File: config.mk
export PLATFORM = sky130hd
export DESIGN_NAME = bcd_conv_seq_flat
export DESIGN_NICKNAME = d
export VERILOG_FILES = /design/src/rtl/bcd_conv_seq_if.sv /design/src/rtl/bcd_conv_seq.sv /design/src/flat_wrapper.sv
export SDC_FILE = /design/constraint.sdc
export NUM_CORES = 1
export LEC_CHECK = 0
export ABC_AREA = 1
export BUFFER_PORTS_ARGS = -buffer_cell sky130_fd_sc_hd__buf_4
export CAP_MARGIN = 20
export CORE_UTILIZATION = 45
export CTS_CLUSTER_DIAMETER = 30
export DETAILED_ROUTE_END_ITERATION = 10
export PLACE_DENSITY = 0.73
export SETUP_SLACK_MARGIN = 0.4
export SYNTH_ARGS = -nofsm -noshare
export SYNTH_HDL_FRONTEND = slang
export SYNTH_SLANG_ARGS = --single-unit
File: constraint.sdc
create_clock -name clk_i -period 1.5 [get_ports clk_i]
set_input_delay 0.3 -clock clk_i [delete_from_list [all_inputs] [get_ports clk_i]]
set_output_delay 0.3 -clock clk_i [all_outputs]
set_load 0.005 [all_outputs]
File: src/rtl/bcd_conv_seq_if.sv
// Handshake bundle for the binary-to-BCD converter.
// Upstream value in, packed BCD result plus blank mask out.
interface bcd_conv_seq_if #(
    parameter int W      = 16,
    parameter int DIGITS = 5
);
    logic                  valid_i;
    logic [W-1:0]          data_i;
    logic                  ready_o;
    logic                  valid_o;
    logic                  ready_i;
    logic [4*DIGITS-1:0]   bcd_o;
    logic [DIGITS-1:0]     blank_o;
    logic                  busy_o;

    modport slave (
        input  valid_i,
        input  data_i,
        input  ready_i,
        output ready_o,
        output valid_o,
        output bcd_o,
        output blank_o,
        output busy_o
    );

    modport master (
        output valid_i,
        output data_i,
        output ready_i,
        input  ready_o,
        input  valid_o,
        input  bcd_o,
        input  blank_o,
        input  busy_o
    );
endinterface

File: src/rtl/bcd_conv_seq.sv
// Sequential double-dabble binary to packed BCD, one bit per clock,
// with valid/ready on both sides and a leading-zero blank mask.
module bcd_conv_seq #(
    parameter int W      = 16,
    parameter int DIGITS = 5
) (
    input  logic              clk_i,
    input  logic              rst_i,
    bcd_conv_seq_if.slave     io
);

    localparam int CW = $clog2(W + 1);
    localparam int BW = 4 * DIGITS;

    typedef enum logic [1:0] {
        IDLE  = 2'd0,
        SHIFT = 2'd1,
        DONE  = 2'd2
    } state_e;

    state_e            state_q, state_d;
    logic [W-1:0]      bin_q, bin_d;
    logic [BW-1:0]     bcd_acc_q, bcd_acc_d;
    logic [CW-1:0]     cnt_q, cnt_d;
    logic [BW-1:0]     bcd_q, bcd_d;
    logic [DIGITS-1:0] blank_q, blank_d;
    logic              valid_q, valid_d;

    logic              ready;
    logic [BW-1:0]     adj;
    logic [BW+W-1:0]   shifted;
    logic [BW-1:0]     acc_next;
    logic [DIGITS-1:0] mask;
    logic              zero_hi;

    assign ready = (state_q == IDLE) & ~rst_i;

    // Add-3 correction: each nibble independently, no inter-nibble carry
    always_comb begin
        adj = '0;
        for (int i = 0; i < DIGITS; i++) begin
            if (bcd_acc_q[4*i +: 4] >= 4'd5) begin
                adj[4*i +: 4] = bcd_acc_q[4*i +: 4] + 4'd3;
            end else begin
                adj[4*i +: 4] = bcd_acc_q[4*i +: 4];
            end
        end
    end

    assign shifted  = {adj, bin_q} << 1;
    assign acc_next = shifted[BW+W-1:W];

    // Units digit is never blanked so zero still shows "0"
    always_comb begin
        mask    = '0;
        zero_hi = 1'b1;
        for (int k = DIGITS - 1; k >= 1; k--) begin
            zero_hi = zero_hi & (acc_next[4*k +: 4] == 4'd0);
            mask[k] = zero_hi;
        end
    end

    always_comb begin
        state_d   = state_q;
        bin_d     = bin_q;
        bcd_acc_d = bcd_acc_q;
        cnt_d     = cnt_q;
        bcd_d     = bcd_q;
        blank_d   = blank_q;
        valid_d   = valid_q;

        unique case (state_q)
            IDLE: begin
                if (io.valid_i && ready) begin
                    bin_d     = io.data_i;
                    bcd_acc_d = '0;
                    cnt_d     = CW'(W);
                    state_d   = SHIFT;
                end
            end
            SHIFT: begin
                bin_d     = shifted[W-1:0];
                bcd_acc_d = acc_next;
                cnt_d     = cnt_q - CW'(1);
                if (cnt_q == CW'(1)) begin
                    bcd_d   = acc_next;
                    blank_d = mask;
                    valid_d = 1'b1;
                    state_d = DONE;
                end
            end
            DONE: begin
                if (io.ready_i) begin
                    valid_d = 1'b0;
                    state_d = IDLE;
                end
            end
            default: begin
                state_d = IDLE;
            end
        endcase
    end

    always_ff @(posedge clk_i) begin
        if (rst_i) begin
            state_q   <= IDLE;
            bin_q     <= '0;
            bcd_acc_q <= '0;
            cnt_q     <= '0;
            bcd_q     <= '0;
            blank_q   <= '0;
            valid_q   <= 1'b0;
        end else begin
            state_q   <= state_d;
            bin_q     <= bin_d;
            bcd_acc_q <= bcd_acc_d;
            cnt_q     <= cnt_d;
            bcd_q     <= bcd_d;
            blank_q   <= blank_d;
            valid_q   <= valid_d;
        end
    end

    assign io.ready_o = ready;
    assign io.busy_o  = (state_q == SHIFT);
    assign io.valid_o = valid_q;
    assign io.bcd_o   = bcd_q;
    assign io.blank_o = blank_q;

endmodule

File: src/flat_wrapper.sv
// flat-port wrapper written by rule: the top's interface ports become plain ports
module bcd_conv_seq_flat 
#(
    parameter int W      = 16,
    parameter int DIGITS = 5
)
  (clk_i, rst_i, io_valid_i, io_data_i, io_ready_i, io_ready_o, io_valid_o, io_bcd_o, io_blank_o, io_busy_o);
  bcd_conv_seq_if #(.W(W), .DIGITS(DIGITS)) io_i ();
  input  logic clk_i;
  input  logic rst_i;
  input wire logic [$bits(io_i.valid_i)-1:0] io_valid_i;
  input wire logic [$bits(io_i.data_i)-1:0] io_data_i;
  input wire logic [$bits(io_i.ready_i)-1:0] io_ready_i;
  output wire logic [$bits(io_i.ready_o)-1:0] io_ready_o;
  output wire logic [$bits(io_i.valid_o)-1:0] io_valid_o;
  output wire logic [$bits(io_i.bcd_o)-1:0] io_bcd_o;
  output wire logic [$bits(io_i.blank_o)-1:0] io_blank_o;
  output wire logic [$bits(io_i.busy_o)-1:0] io_busy_o;
  assign io_i.valid_i = io_valid_i;
  assign io_i.data_i = io_data_i;
  assign io_i.ready_i = io_ready_i;
  assign io_ready_o = io_i.ready_o;
  assign io_valid_o = io_i.valid_o;
  assign io_bcd_o = io_i.bcd_o;
  assign io_blank_o = io_i.blank_o;
  assign io_busy_o = io_i.busy_o;
  bcd_conv_seq #(.W(W), .DIGITS(DIGITS)) u_core (.clk_i(clk_i), .rst_i(rst_i), .io(io_i));
endmodule
**Word-level counts from Yosys, hierarchy flattened**

Cells that the tools add are included.

- Register bits after elaboration: 68
- Input port bits: 20
- Logic and storage cells: 59

- Add/sub/neg operators: 6
- $lt $le $gt $ge: 5
- Equal/unequal tests: 6
- Muxes and demuxes: 18
- Bitwise logic cells: 5
- Reductions and logical operators: 12

Operator list:

| operator | count |
|---|---|
| 20-bit case mux with 2 select lines | 1 |
| 16-bit case mux with 2 select lines | 1 |
| 4-bit by 3-bit greater-or-equal comparator with 1-bit output (second input constant) | 5 |
| 20-bit two-way mux | 1 |
| 4-bit by 2-bit adder with 4-bit output (second input constant) | 4 |
| 4-bit logical NOT | 4 |
| 16-bit two-way mux | 1 |
| 4-bit two-way mux | 4 |
| 5-bit case mux with 2 select lines | 1 |
| 2-bit two-way mux | 3 |
| 2-bit case mux with 3 select lines | 1 |
| 3-bit AND reduction | 2 |
| 5-bit by 1-bit == test with 1-bit output (second input constant) | 1 |
| 5-bit two-way mux | 1 |
| 5-bit by 1-bit subtractor with 5-bit output (second input constant) | 1 |
| 1-bit bitwise AND | 4 |
| 2-bit != test (second input constant) | 2 |
| 2-bit AND reduction | 2 |
| 2-bit nonzero test | 2 |
| 3-bit by 2-bit adder with 3-bit output (second input constant) | 1 |
| 3-bit two-way mux | 1 |
| 2-bit by 1-bit == test with 1-bit output (second input constant) | 1 |
| 2-bit == test (second input constant) | 1 |
| 2-bit logical NOT | 1 |
| 5 further kinds | 6 |

**Depth between registers and ports, before layout**

Gate-level depths: netlist (run 1).

- Depth after elaboration: 6
- Depth in mapped cells: 11

**Worst setup path after synthesis (run 1)**

No wires, ideal clock.

- Path kind: reg2reg
- Start: register u_core.bcd_acc_q[12]
- End: register u_core.blank_q[1], in the netlist u_core.io.blank_o[1]
- Setup time: 70 ps
- Arrival: 1387 ps
- Setup slack: 42 ps
- Cell stages (with the launch flop): 12
- Buffers on the path: 0
- Period minus slack after synthesis: 1458 ps
- Path through: dfxtp_1 inv_1 ha_1 inv_1 nand2_1 nand3_1 nand2_1 nand2_1 nand2_1 nor2_1 nand4_1 a21oi_1

- Cells in the longest elaborated chain, start to end: 6
- Elaborated cells between the ends (all ways): 8
- Those cells by class: add/sub (1); order compare (1); mux (1); bitwise (3); reduce/logical (2)

RTL lines:

| element | line | text |
|---|---|---|
| start: declaration | bcd_conv_seq.sv:23 | `logic [BW-1:0] bcd_acc_q, bcd_acc_d;` |
| start signal: assignment | bcd_conv_seq.sv:108 | `bcd_acc_q <= '0;` |
| start signal: assignment | bcd_conv_seq.sv:116 | `bcd_acc_q <= bcd_acc_d;` |
| 4-bit by 2-bit adder with 4-bit output or 4-bit by 3-bit greater-or-equal comparator with 1-bit output (tied branches) | bcd_conv_seq.sv:43, bcd_conv_seq.sv:42 |  |
| 4-bit two-way mux (*) | bcd_conv_seq.sv:42 | `if (bcd_acc_q[4*i +: 4] >= 4'd5) begin` |
| 4-bit logical NOT | bcd_conv_seq.sv:58 | `zero_hi = zero_hi & (acc_next[4*k +: 4] == 4'd0);` |
| 1-bit bitwise AND (*) (3 in a row) | bcd_conv_seq.sv:58 |  |
| end signal: assignment | bcd_conv_seq.sv:119 | `blank_q <= blank_d;` |
| end: declaration | bcd_conv_seq.sv:26 | `logic [DIGITS-1:0] blank_q, blank_d;` |

Every way passes the cells marked *; elsewhere a longest branch is shown, timed or not.
A chain may end at the register's enable or synchronous reset.

**Worst setup path in the final report (run 1)**

- Start: register u_core.bcd_acc_q[8]
- End: register u_core.blank_q[1], in the netlist u_core.io.blank_o[1]

- Cells in the longest elaborated chain, start to end: 6
- Elaborated cells between the ends (all ways): 8
- Those cells by class: add/sub (1); order compare (1); mux (1); bitwise (3); reduce/logical (2)

RTL lines:

| element | line |
|---|---|
| 4-bit by 2-bit adder with 4-bit output or 4-bit by 3-bit greater-or-equal comparator with 1-bit output (tied branches) | bcd_conv_seq.sv:43, bcd_conv_seq.sv:42 |
| 4-bit two-way mux (*) | bcd_conv_seq.sv:42 |
| 4-bit logical NOT | bcd_conv_seq.sv:58 |
| 1-bit bitwise AND | bcd_conv_seq.sv:58 |
| 1-bit bitwise AND (*) (2 in a row) | bcd_conv_seq.sv:58 |

Marked as above.

==> impl_metrics.py, run 1 <==
metrics = {
    "synth": {
        "synth_fp_nets": 475,
        "synth_area_per_cell_um2": 7.30,
        "syn_inst": 443,
        "yosys_register_bits": 68,
        "netlist_top_cells_count": "116 x nand2_1, 68 x dfxtp_1, 43 x a21oi_1, 41 x o21ai_0, 37 x inv_1",
        "ys_warn_count": 0,
        "synth-edff-count": 0,
        "synth_cell_types": 35,
        "synth_area_leaders": "dfxtp_1 42%, nand2_1 13%, a21oi_1 6.7%, o21ai_0 6.3%, ha_1 4.6%",
        "yosysTopAreaCellShare": 0.421,
        "syn_area_mm2": 0.00324,
        "synth_top_area_cell": "dfxtp_1",
        "synthMostInstantiatedCell": "nand2_1",
        "async_flop_share": 0,
        "ys.flop_type": "dfxtp_1",
        "synth_seq_area_share": 0.421,
    },
    "routing": {
        "drtAntennaViolNets": 0,
        "wl_um": 12300,
        "dr_wl_met2_um": 6420,
        "met1Wirelength_um": 4480,
        "dr.pass1.iters": 5,
        "route.vias.total": 3741,
        "routedWlPerCell_um": 18.7,
        "wl_met3_um": 753,
        "avgViaCountPerCell": 5.69,
        "top_layer": "met4",
        "drt-initial-drc-count": 275,
        "drc_errors": 0,
    },
    "layout": {
        "stdcell_count": 657,
        "final_layout_size_suffix_gt1_frac": 0.606,
        "final_nets": 588,
        "fin_util": 0.832,
        "design_area_mm2": 0.00572,
        "area_growth_pct": 76.6,
        "antenna_cells": 0,
    },
    "pwr": {
        "p_leak_nw": 2.44,
        "swShare": 0.278,
        "combinationalPowerShare": 0.203,
        "clkPwrFrac": 0.371,
        "pwr-share-seq": 0.426,
        "max-vdd-ir-drop_v": 0.000657,
        "p_sw_mw": 1.28,
        "internal-power_mw": 3.31,
        "power.total_mw": 4.59,
        "power_density_mw_per_mm2": 803,
    },
    "timing": {
        "rsz0062_at_grt": "true",
        "drv_slew": 0,
        "finalHoldViolCount": 0,
        "final.setup.tns_ps": -221,
        "worst_slack_ps": -101,
        "fin_crit_sh": 1.07,
        "whs_ps": 199,
        "timing.fmax_ghz": 0.625,
        "finalSetupViolCount": 4,
        "fin_skew_ps": 9.68,
        "period_minus_slack_ps": 1600,
    },
    "global_routing": {
        "grt_pass1_wl_um": 16000,
        "grt_max_degree": 38,
        "grt_overflow": 0,
        "grt_pass1_vias": 3455,
        "grt_antenna_before_repair": 0,
        "grt_usage": 0.278,
    },
    "setup_path": {
        "cp.required_ps": 1790,
        "setup.worst_path.start_class": "flip-flop",
        "slowest_delay_ps": 380,
        "crit_path_cell_trace": "inv_4 > ha_4 > inv_4 > nand2_4 > a21boi_4 > nor2_4 > nand2_2 > nor2_2 > nand4_1 > a21oi_1",
        "cp_max_fo": 4,
        "path_class": "flip-flop to flip-flop",
        "cpMaxStageDelayCell": "dfxtp_4",
        "end_kind": "flip-flop",
        "cp_common_cell": "inv_4",
        "worstPathArrival_ps": 1900,
    },
    "cts": {
        "clock_latency_ps": 360,
        "clkTransAtPathRegs_ps": 80,
        "cts_buffer_depth": 2,
        "root_buffer": "clkbuf_8",
        "htreeDepth": 3,
        "clock-sinks": 68,
        "cts_made_buffers": 9,
        "cts_tree": "done",
    },
    "status": {
        "status": "finished, violations left",
        "violations": "setup timing",
    },
    "placed_design": {
        "pre_cts_ws_ps": -10.4,
        "gp_congestion": 0.825,
        "place.detailed.hpwl_um": 5170,
        "place_inst": 574,
        "placed_area_mm2": 0.00380,
        "io_buffers": 46,
    },
    "floorplanning": {
        "die_area_mm2": 0.00753,
        "die_h_um": 86.8,
        "core_area_mm2": 0.00687,
        "die_x_um": 86.8,
        "initial_core_util": 0.471,
        "pin_count": 48,
        "std_cell_rows": 30,
    },
    "job": {
        "drv_cap": 0,
    },
    "worst_hold_path": {
        "hp-class": "input port to flip-flop",
    },
}
-- repair_timing --
| item | CTS | global route |
|---|---|---|
| gates cloned | 7 | 3 |
| pin swaps | 34 | 42 |
| buffers inserted | 37 | 20 |
| hold buffers | 0 | 0 |
| resized for setup | 148 | 140 |
| endpoints found under the setup margin | 95 | 95 |
| hold endpoints to repair | 0 | 0 |
-- power by group through the flow --
stage                     sequential [mW]  clock [mW]  combinational (mW)
final                                1.95        1.70               0.934
after global routing                 1.96        1.79               0.982
after CTS                            1.93        1.70               0.702
after detailed placement             1.97           0               0.413
after global placement               1.97           0               0.403
after floorplan                      1.96           0               0.304
-- worst max-delay path, delay by kind of cell, from the launching register on --
kind	cells	cell delay, ps
AOI/OAI and AO/OA	2	310
adders and majority gates	1	150
buffers and inverters	2	100
DFF	1	380
and+or+nand+nor	5	590
-- worst paths after layout --
path                        startpoint                   end  slack (ps)  cells past startpoint
setup reg to reg   u_core.bcd_acc_q[8]  u_core.io.blank_o[1]        -100                     10
hold reg to reg   u_core.bcd_acc_q[17]  u_core.bcd_acc_q[17]         480                      2
hold / removal            io_data_i[0]       u_core.bin_q[0]         200                      3
setup / recovery   u_core.bcd_acc_q[8]  u_core.io.blank_o[1]        -100                     10
-- metal layers --
| layer | vias up | global-route usage |
|---|---|---|
| li1 | 1706 | - |
| met1 | 1796 | 0.306 |
| met2 | 182 | 0.487 |
| met3 | 57 | 0.0771 |
| met4 | 0 | 0.142 |
| met5 | - | 0 |
-- cells by family after synthesis --
family                   after synthesis  share of synthesized area
AO/OA/AOI/OAI                        110                      0.182
flip-flops                            68                      0.421
other                                  1                    0.00116
adder cells (fa/ha/maj)               12                     0.0464
buffers and inverters                 65                     0.0955
AND/OR/NAND/NOR                      186                      0.252
XOR/XNOR                               1                    0.00271
-- state kept, by name, summed over array words and instances, names as in the netlist --
register           cells
u_core.bin_q          16
u_core.cnt_q           5
u_core.io.blank_o      4
u_core.bcd_acc_q      20
u_core.state_q         2
u_core.io.bcd_o       20
u_core.io.valid_o      1
-- placed cells by master (no fill, tap or decap), drive strengths merged --
| cell type | instances |
|---|---|
| a211oi | 1 |
| a21boi | 1 |
| a21oi | 43 |
| a31oi | 16 |
| and2 | 1 |
| buf | 119 |
| bufbuf | 1 |
| bufinv | 2 |
| clkbuf | 14 |
| clkinv | 5 |
| conb | 1 |
| dfxtp | 68 |
| ha | 12 |
| inv | 42 |
| nand2 | 120 |
| nand3 | 26 |
| nand4 | 9 |
| nor2 | 26 |
| nor3 | 2 |
| o211ai | 3 |
| o21a | 1 |
| o21ai | 43 |
| o22ai | 2 |
| or2 | 2 |
| xor2 | 1 |
-- area by class of cell --
| type | count | area, µm² |
|---|---|---|
| Multi-Input combinational cell | 310 | 2380 |
| Sequential cell | 68 | 1430 |
| Timing Repair Buffer | 123 | 1330 |
| Fill cell | 347 | 1150 |
| Inverter | 42 | 208 |
| Clock buffer | 11 | 141 |
| Tap cell | 96 | 120 |
| Clock inverter | 5 | 75.1 |
| Timing Repair inverter | 2 | 27.5 |
No activity file was read; power rests on OpenSTA's default activity.
==> run 2, diff against run 1 <==
--- a/config.mk
+++ b/config.mk
@@ -8,10 +8,11 @@
 export ABC_AREA = 1
 export BUFFER_PORTS_ARGS = -buffer_cell sky130_fd_sc_hd__buf_4
 export CAP_MARGIN = 20
+export CORE_MARGIN = 2
 export CORE_UTILIZATION = 45
 export CTS_CLUSTER_DIAMETER = 30
 export DETAILED_ROUTE_END_ITERATION = 10
-export PLACE_DENSITY = 0.73
+export PLACE_DENSITY = 0.7
 export SETUP_SLACK_MARGIN = 0.4
 export SYNTH_ARGS = -nofsm -noshare
 export SYNTH_HDL_FRONTEND = slang
==> constraint.sdc (replaced) <==
create_clock -name clk_i -period 2 [get_ports clk_i]
set_input_delay 0.4 -clock clk_i [delete_from_list [all_inputs] [get_ports clk_i]]
set_output_delay 0.4 -clock clk_i [all_outputs]
set_load 0.005 [all_outputs]
==> impl_metrics.py, run 2 (synthesis results as in run 1) <==
metrics = {
    "floorplanning": {
        "core_area_mm2": 0.00687,
        "pin_count": 48,
        "initial_core_util": 0.471,
        "die_x_um": 88.8,
        "std_cell_rows": 30,
        "die_area_mm2": 0.00788,
        "die_h_um": 88.8,
    },
    "routing": {
        "drc_errors": 0,
        "routedWlPerCell_um": 12.9,
        "dr.pass1.iters": 4,
        "drtAntennaViolNets": 0,
        "route.vias.total": 3133,
        "drt-initial-drc-count": 229,
        "avgViaCountPerCell": 5.23,
        "wl_um": 7760,
    },
    "global_routing": {
        "grt_pass1_wl_um": 12200,
        "grt_usage": 0.196,
        "grt_antenna_before_repair": 0,
        "grt_max_degree": 38,
        "grt_pass1_vias": 2810,
        "grt_overflow": 0,
    },
    "timing": {
        "timing.fmax_ghz": 0.632,
        "period_minus_slack_ps": 1580,
        "rsz0062_at_grt": "true",
        "finalHoldViolCount": 0,
        "final.setup.tns_ps": 0,
        "drv_slew": 0,
        "finalSetupViolCount": 0,
        "fin_crit_sh": 0.791,
        "fin_skew_ps": 6.33,
    },
    "placed_design": {
        "io_buffers": 46,
        "place.detailed.hpwl_um": 5000,
        "place_inst": 570,
        "placed_area_mm2": 0.00361,
        "gp_congestion": 0.925,
    },
    "setup_path": {
        "worstPathArrival_ps": 1180,
        "setup.worst_path.start_class": "flip-flop",
        "cp_max_fo": 3,
        "end_kind": "primary output",
        "path_class": "flip-flop to primary output",
        "cp.required_ps": 1600,
    },
    "layout": {
        "antenna_cells": 0,
        "final_nets": 530,
        "final_layout_size_suffix_gt1_frac": 0.290,
        "layout.cells.most_common": "nand2_1",
        "layout_common_cells": "103 x nand2_1, 64 x buf_4, 57 x dfxtp_1, 43 x a21oi_1, 38 x o21ai_0",
        "area_growth_pct": 28.4,
        "stdcell_count": 599,
        "design_area_mm2": 0.00416,
    },
    "pwr": {
        "power_density_mw_per_mm2": 720,
        "power.total_mw": 2.99,
        "max-vdd-ir-drop_v": 0.000390,
        "p_leak_nw": 1.86,
    },
    "job": {
        "drv_cap": 0,
    },
    "cts": {
        "root_buffer": "clkbuf_8",
        "cts_buffer_depth": 2,
        "clock-sinks": 68,
        "clkTransAtPathRegs_ps": 70,
        "clock_latency_ps": 330,
        "htreeDepth": 3,
        "ctsHoldBuffers": 0,
        "cts_tree": "done",
        "cts_made_buffers": 9,
    },
    "status": {
        "status": "complete, no violations",
    },
    "worst_hold_path": {
        "hp-class": "input port to flip-flop",
    },
}
==> run 2: changes by cell type in the layout (fill, tap and decap cells not counted), moves of 10 or more <==
cell	change
nand2_1	+36
o21ai_0	+33
a21oi_2	-14
o21ai_1	-10
a31oi_1	+11
nand2_2	-27
buf_6	-35
a21oi_1	+14
dfxtp_2	-23
a31oi_4	-10
o21ai_2	-17
dfxtp_1	+29
==> run 2: path summary, 6_finish.rpt <==
check / from / depth (start not counted) / to / slack, ps
worst min-delay path: io_data_i[14] / 3 / u_core.bin_q[14] / 330
worst min register to register: u_core.io.blank_o[1] / 2 / u_core.io.blank_o[1] / 470
worst max register to register: u_core.bcd_acc_q[9] / 10 / u_core.io.blank_o[1] / 450
worst max-delay path: u_core.state_q[0] / 4 / io_busy_o / 420
==> run 2: final cells by class <==
cell class	count	area, µm²
Tap cell	96	120
Timing Repair Buffer	67	532
Sequential cell	68	1380
Inverter	42	178
Multi-Input combinational cell	310	1730
Clock buffer	11	141
Fill cell	643	2710
Clock inverter	5	75.1
==> run 2: through the flow <==
step	setup WS [ps]	hold slack, ps	utilization
after floorplan	542	439	-
after global placement	131	455	0.526
after detailed placement	132	460	0.526
after CTS	411	319	0.572
after global routing	359	321	0.605
final	417	334	0.605
==> run 2: report_power, final <==
| group | switching, mW | internal, mW |
|---|---|---|
| clock | 0.499 | 0.730 |
| sequential | 0.0342 | 1.41 |
| combinational | 0.183 | 0.135 |
==> run 2: routing by layer <==
metal,up-vias,GRT usage,share of wire
met2,72,0.326,0.48
li1,1576,-,-
met1,1477,0.239,0.46
met4,0,0.0744,0.014
met5,-,0,0
met3,8,0.0606,0.044
==> run 2: timing repair <==
| action | in CTS | in global routing |
|---|---|---|
| gates resized for setup | 23 | 56 |
| hold endpoints to repair | 0 | 0 |
| endpoints found under the setup margin | 49 | 55 |
| buffers inserted | 4 | 9 |
| pin swaps | 5 | 23 |
==> run 2: critical path, stage by stage (launching register included) <==
cell and delay (ps):
dfxtp_2 350, inv_2 60, nor2_4 210, buf_12 140, buf_4 100
